$ cat config.mk
export PLATFORM = sky130hd
export DESIGN_NAME = mp_add_seq
export DESIGN_NICKNAME = d
export VERILOG_FILES = /design/src/rtl/mp_add_seq.sv
export SDC_FILE = /design/constraint.sdc
export NUM_CORES = 1
export LEC_CHECK = 0
export CAP_MARGIN = 5
export CORE_ASPECT_RATIO = 1.4
export CORE_MARGIN = 10
export CORE_UTILIZATION = 50
export CTS_CLUSTER_DIAMETER = 100
export DETAILED_ROUTE_END_ITERATION = 8
export HOLD_SLACK_MARGIN = 0.03
export PLACE_DENSITY_LB_ADDON = 0.12
export REMOVE_ABC_BUFFERS = 1
export SYNTH_ARGS = -nofsm -noshare
export SYNTH_HDL_FRONTEND = slang
export SYNTH_SLANG_ARGS = --single-unit
$ cat constraint.sdc
create_clock -name clk -period 4.8 [get_ports clk]
set_input_delay 0.72 -clock clk [delete_from_list [all_inputs] [get_ports clk]]
set_output_delay 0.72 -clock clk [all_outputs]
set_load 0.005 [all_outputs]
$ cat src/rtl/mp_add_seq.sv
// rtl/mp_add_seq.sv - multi-precision add/subtract sequencer over one 8-bit adder slice
// One byte per clock, LSB first; carry chained through a register between bytes.
module mp_add_seq #(
    parameter int WORDS = 4,
    localparam int W  = 8 * WORDS,
    localparam int CW = (WORDS > 1) ? $clog2(WORDS) : 1
) (
    input  logic         clk,
    input  logic         rst_n,
    input  logic         start,
    input  logic         sub,
    input  logic [W-1:0] a,
    input  logic [W-1:0] b,
    input  logic         cin,
    output logic         busy,
    output logic         done,
    output logic [W-1:0] sum,
    output logic         cout,
    output logic         ovf
);

    typedef enum logic [1:0] {
        IDLE,
        RUN,
        DONE
    } state_t;

    state_t         state;
    logic [CW-1:0]  cnt;
    logic           carry;
    logic [W-1:0]   a_reg;
    logic [W-1:0]   b_reg;
    logic [W-1:0]   res_reg;

    logic [7:0]     a_byte;
    logic [7:0]     b_byte;
    logic [7:0]     low;
    logic [1:0]     top;
    logic           c7;
    logic [7:0]     slice_sum;
    logic           slice_cout;
    logic [W-1:0]   res_next;
    logic           last;

    // The slice is split at bit 7 so the carry into the MSB is visible for ovf.
    always_comb begin
        a_byte     = a_reg[{cnt, 3'b000} +: 8];
        b_byte     = b_reg[{cnt, 3'b000} +: 8];
        low        = {1'b0, a_byte[6:0]} + {1'b0, b_byte[6:0]} + {7'd0, carry};
        c7         = low[7];
        top        = {1'b0, a_byte[7]} + {1'b0, b_byte[7]} + {1'b0, c7};
        slice_sum  = {top[0], low[6:0]};
        slice_cout = top[1];
        res_next   = res_reg;
        res_next[{cnt, 3'b000} +: 8] = slice_sum;
        last       = (cnt == CW'(WORDS - 1));
    end

    always_ff @(posedge clk) begin
        if (!rst_n) begin
            state   <= IDLE;
            cnt     <= '0;
            carry   <= 1'b0;
            a_reg   <= '0;
            b_reg   <= '0;
            res_reg <= '0;
            busy    <= 1'b0;
            done    <= 1'b0;
            sum     <= '0;
            cout    <= 1'b0;
            ovf     <= 1'b0;
        end else begin
            done <= 1'b0;
            case (state)
                IDLE, DONE: begin
                    if (start) begin
                        a_reg <= a;
                        b_reg <= sub ? ~b : b;
                        carry <= sub ? 1'b1 : cin;
                        cnt   <= '0;
                        busy  <= 1'b1;
                        state <= RUN;
                    end else begin
                        busy  <= 1'b0;
                        state <= IDLE;
                    end
                end
                RUN: begin
                    res_reg <= res_next;
                    carry   <= slice_cout;
                    if (last) begin
                        sum   <= res_next;
                        cout  <= slice_cout;
                        ovf   <= c7 ^ slice_cout;
                        cnt   <= '0;
                        busy  <= 1'b0;
                        done  <= 1'b1;
                        state <= DONE;
                    end else begin
                        cnt <= cnt + 1'b1;
                    end
                end
                default: begin
                    busy  <= 1'b0;
                    state <= IDLE;
                end
            endcase
        end
    end

endmodule

==> impl_metrics.toml <==
[clock_network]
cts-htree-levels = 4
cts_root_buffer = "clkbuf_16"
clock_latency_ns = 0.42
cts_tree = "done"
numCtsBuffers = 17
clockBufferDepth = 2
post_cts_resized = 0
post-cts-setup-buffers = 0
clkSinkCount = 136
clk_pin_slew_ns = 0.06
hold_buffers = 0

[flow_run]
max_cap_violations = 0

[worst_setup_path]
reg2reg_from = "cnt[0]"
cp_max_fo = 15
worstPathRequired_ns = 5.11
critPathLaunch = "cnt[0]"
worst_path_dominant_cell_family = "adder cells"
crit_arrival_ns = 3.87
crit_buf_inv = 1
slowest_stage = "dfxtp_1"
critPathKind = "flip-flop to flip-flop"
end_kind = "flip-flop"
cpPeakStageDelay_ns = 0.68
startpoint_type = "flip-flop"
crit_chain = "buf_4, mux4_2, ha_1, o211ai_1, o211ai_1, o21ai_1, fa_1, o22ai_1, nor2_1, a211oi_1"
crit_top_cell = "o211ai_1"

[final_layout]
diodes = 0
area_growth_pct = 27.7
fin_area_sq_mm = 0.00767
fin_util_pct = 64.9
drive_gt1_share_pct = 8.83
finalNetCount = 830
finalNonFillerCells = 906

[floorplan]
row_count = 47
die_x_um = 113
die_area_sq_mm = 0.0169
die_h_um = 150
core_sq_mm = 0.0118
initial_utilization_pct = 50.8
io_pins = 105

[placement]
io_buffers = 104
dpl-instance-area_sq_mm = 0.00707
dp_cells = 873
dp_hpwl_mm = 10.6
preCtsSetupSlack_ns = 1.25
place_congestion = 0.879

[sta]
setup_viol = 0
fin_ws_ns = 1.25
fin_tns_setup_ns = 0
worst_pin_slew_ns = 1.08
max_clock_freq_ghz = 0.281
fin_worst_skew_ns = 0.0121
hold_viol_final = 0
slew_headroom_pct = 28.1
holdWs_ns = 0.453
report.final.slew_viol_count = 0
post-route-period-util_pct = 74.1
min_period_ns = 3.55
rsz0062_at_grt = "no"

[power]
pwr-share-seq_pct = 42.5
switching_power_mw = 0.744
clkPwrFrac_pct = 43.8
pwr_density_cell_mw_per_mm2 = 376
pwr-share-comb_pct = 13.7
power.internal_mw = 2.14
swShare_pct = 25.8
power_mw = 2.88
peakVddDrop_v = 0.000225
leakagePower_nw = 2.76

[global_route]
grt_pass1_vias = 5179
grt_use_total_pct = 17.5
grt_max_degree = 104
grt_pass1_wl_mm = 24.5
grt-ovfl-total = 0
antenna_found_initial = 0

[detailed_routing]
num_vias = 5060
drtIter0Drc = 222
routed_wl_mm = 14.9
viasPerCell = 5.58
ant_nets = 0
firstDrtPassIters = 4
drc = 0
wl_per_cell_um = 16.4

[synth]
synth.avg_cell_area_sq_um = 9.03
syn_area_sq_mm = 0.00600
syn_inst = 665
yosysWarnings = 0
synth.distinct_cells = 43
yosysSeqAreaShare_pct = 45.4
ys_seq_elements = 136

[run_status]
status = "complete, no violations"

[worst_hold_path]
hold_path.class = "flip-flop to flip-flop"
min-delay-start = "a_reg[17]"
==> power by group through the flow <==
stage	registers, mW	clock network [mW]	logic [mW]
3_5_place_dp	1.25	0	0.393
4_1_cts	1.23	1.28	0.396
6_report	1.23	1.26	0.395
3_3_place_gp	1.25	0	0.381
2_1_floorplan	1.24	0	0.252
5_1_grt	1.23	1.32	0.439
==> cells in the mapped netlist <==
| library cell | count | area, sq um |
|---|---|---|
| o21ai_1 | 20 | 100 |
| and4_1 | 1 | 8.76 |
| clkbuf_1 | 29 | 109 |
| xor2_1 | 1 | 8.76 |
| or4_4 | 1 | 11.3 |
| buf_2 | 14 | 70.1 |
| nand3_1 | 7 | 35.0 |
| buf_4 | 2 | 15.0 |
| a31oi_1 | 2 | 12.5 |
| nor4_2 | 1 | 12.5 |
| xnor2_1 | 35 | 307 |
| inv_1 | 18 | 67.6 |
| a311oi_1 | 1 | 8.76 |
| nand2b_1 | 3 | 18.8 |
| fa_1 | 3 | 60.1 |
| o211ai_1 | 2 | 15.0 |
| mux4_2 | 16 | 360 |
| and3_1 | 6 | 37.5 |
| and2_1 | 2 | 12.5 |
| nor3_1 | 8 | 40.0 |
| o21ai_0 | 8 | 40.0 |
| a311oi_2 | 1 | 15.0 |
| a32o_1 | 8 | 80.1 |
| a211oi_1 | 56 | 420 |
| o22ai_2 | 1 | 12.5 |
| dfxtp_1 | 136 | 2720 |
| ha_1 | 12 | 150 |
| a22oi_1 | 14 | 105 |
| nand4_1 | 1 | 6.26 |
| nand2_1 | 72 | 270 |
| inv_2 | 4 | 15.0 |
| nor2_1 | 92 | 345 |
| or3b_1 | 1 | 8.76 |
| a21o_1 | 1 | 7.51 |
| a211oi_2 | 1 | 12.5 |
| buf_1 | 5 | 18.8 |
| a21oi_1 | 52 | 260 |
| o21a_1 | 2 | 15.0 |
| nor2b_1 | 5 | 31.3 |
| a221oi_1 | 8 | 70.1 |
| o31a_1 | 1 | 8.76 |
| o22ai_1 | 10 | 62.6 |
| nor3b_1 | 2 | 15.0 |
==> cell families after synthesis <==
group | synth area share, %
compound gates | 20.8
xor+xnor | 5.25
fa+ha+maj | 3.50
buf+inv | 4.92
flops | 45.4
mux | 6.00
simple gates | 14.2
==> final timing paths <==
check                     end  slack (ns)  depth (start not counted)
setup / recovery  res_reg[23]        1.25                         10
hold / removal      a_reg[17]        0.45                          2
setup reg to reg  res_reg[23]        1.25                         10
hold reg to reg     a_reg[17]        0.45                          2
==> routing by layer <==
metal	GRT usage [%]	vias up	wire length [um]
met4	8.21	0	301
met3	4.29	24	694
li1	-	2531	-
met2	31.7	132	7860
met5	0	-	0
met1	18.6	2373	6010
==> final cells by class <==
cell class	count	area (sq um)
repair buffers	112	1100
flip-flops and latches	136	2720
multi-input cells	457	3000
inverters	22	82.6
fillers	990	4150
well taps	147	184
clock inverters	14	149
clock buffers	18	429
==> worst register-to-register path, cell delays in order, from the launching register on <==
cell and delay [ns]:
dfxtp_1 0.68, buf_4 0.36, mux4_2 0.54, ha_1 0.35, o211ai_1 0.13, o211ai_1 0.19
o21ai_1 0.16, fa_1 0.56, o22ai_1 0.18, nor2_1 0.06, a211oi_1 0.25
==> cell usage in the layout, fill, tap and decap left out, types with 2 or more instances in the layout <==
master,Yosys,final
and2_1,2,2
buf_4,2,7
clkdlybuf4s50_1,0,103
a221oi_1,8,8
o21ai_0,8,8
a32o_1,8,8
a22oi_1,14,14
nor2b_1,5,3
o21ai_1,20,20
nor3_1,8,8
o21a_1,2,2
nand3_1,7,7
o211ai_1,2,2
fa_1,3,3
clkinvlp_4,0,4
and3_1,6,6
xnor2_1,35,35
inv_1,18,18
bufinv_16,0,2
clkinv_2,0,3
dfxtp_1,136,136
inv_2,4,4
ha_1,12,12
clkinv_4,0,2
a211oi_1,56,56
inv_6,0,3
clkbuf_16,0,17
o22ai_1,10,10
a21oi_1,52,52
nor2_1,92,92
nand2b_1,3,3
nor3b_1,2,2
a31oi_1,2,2
nand2_1,72,72
mux4_2,16,16
No activity file was read; power rests on OpenSTA's default activity.
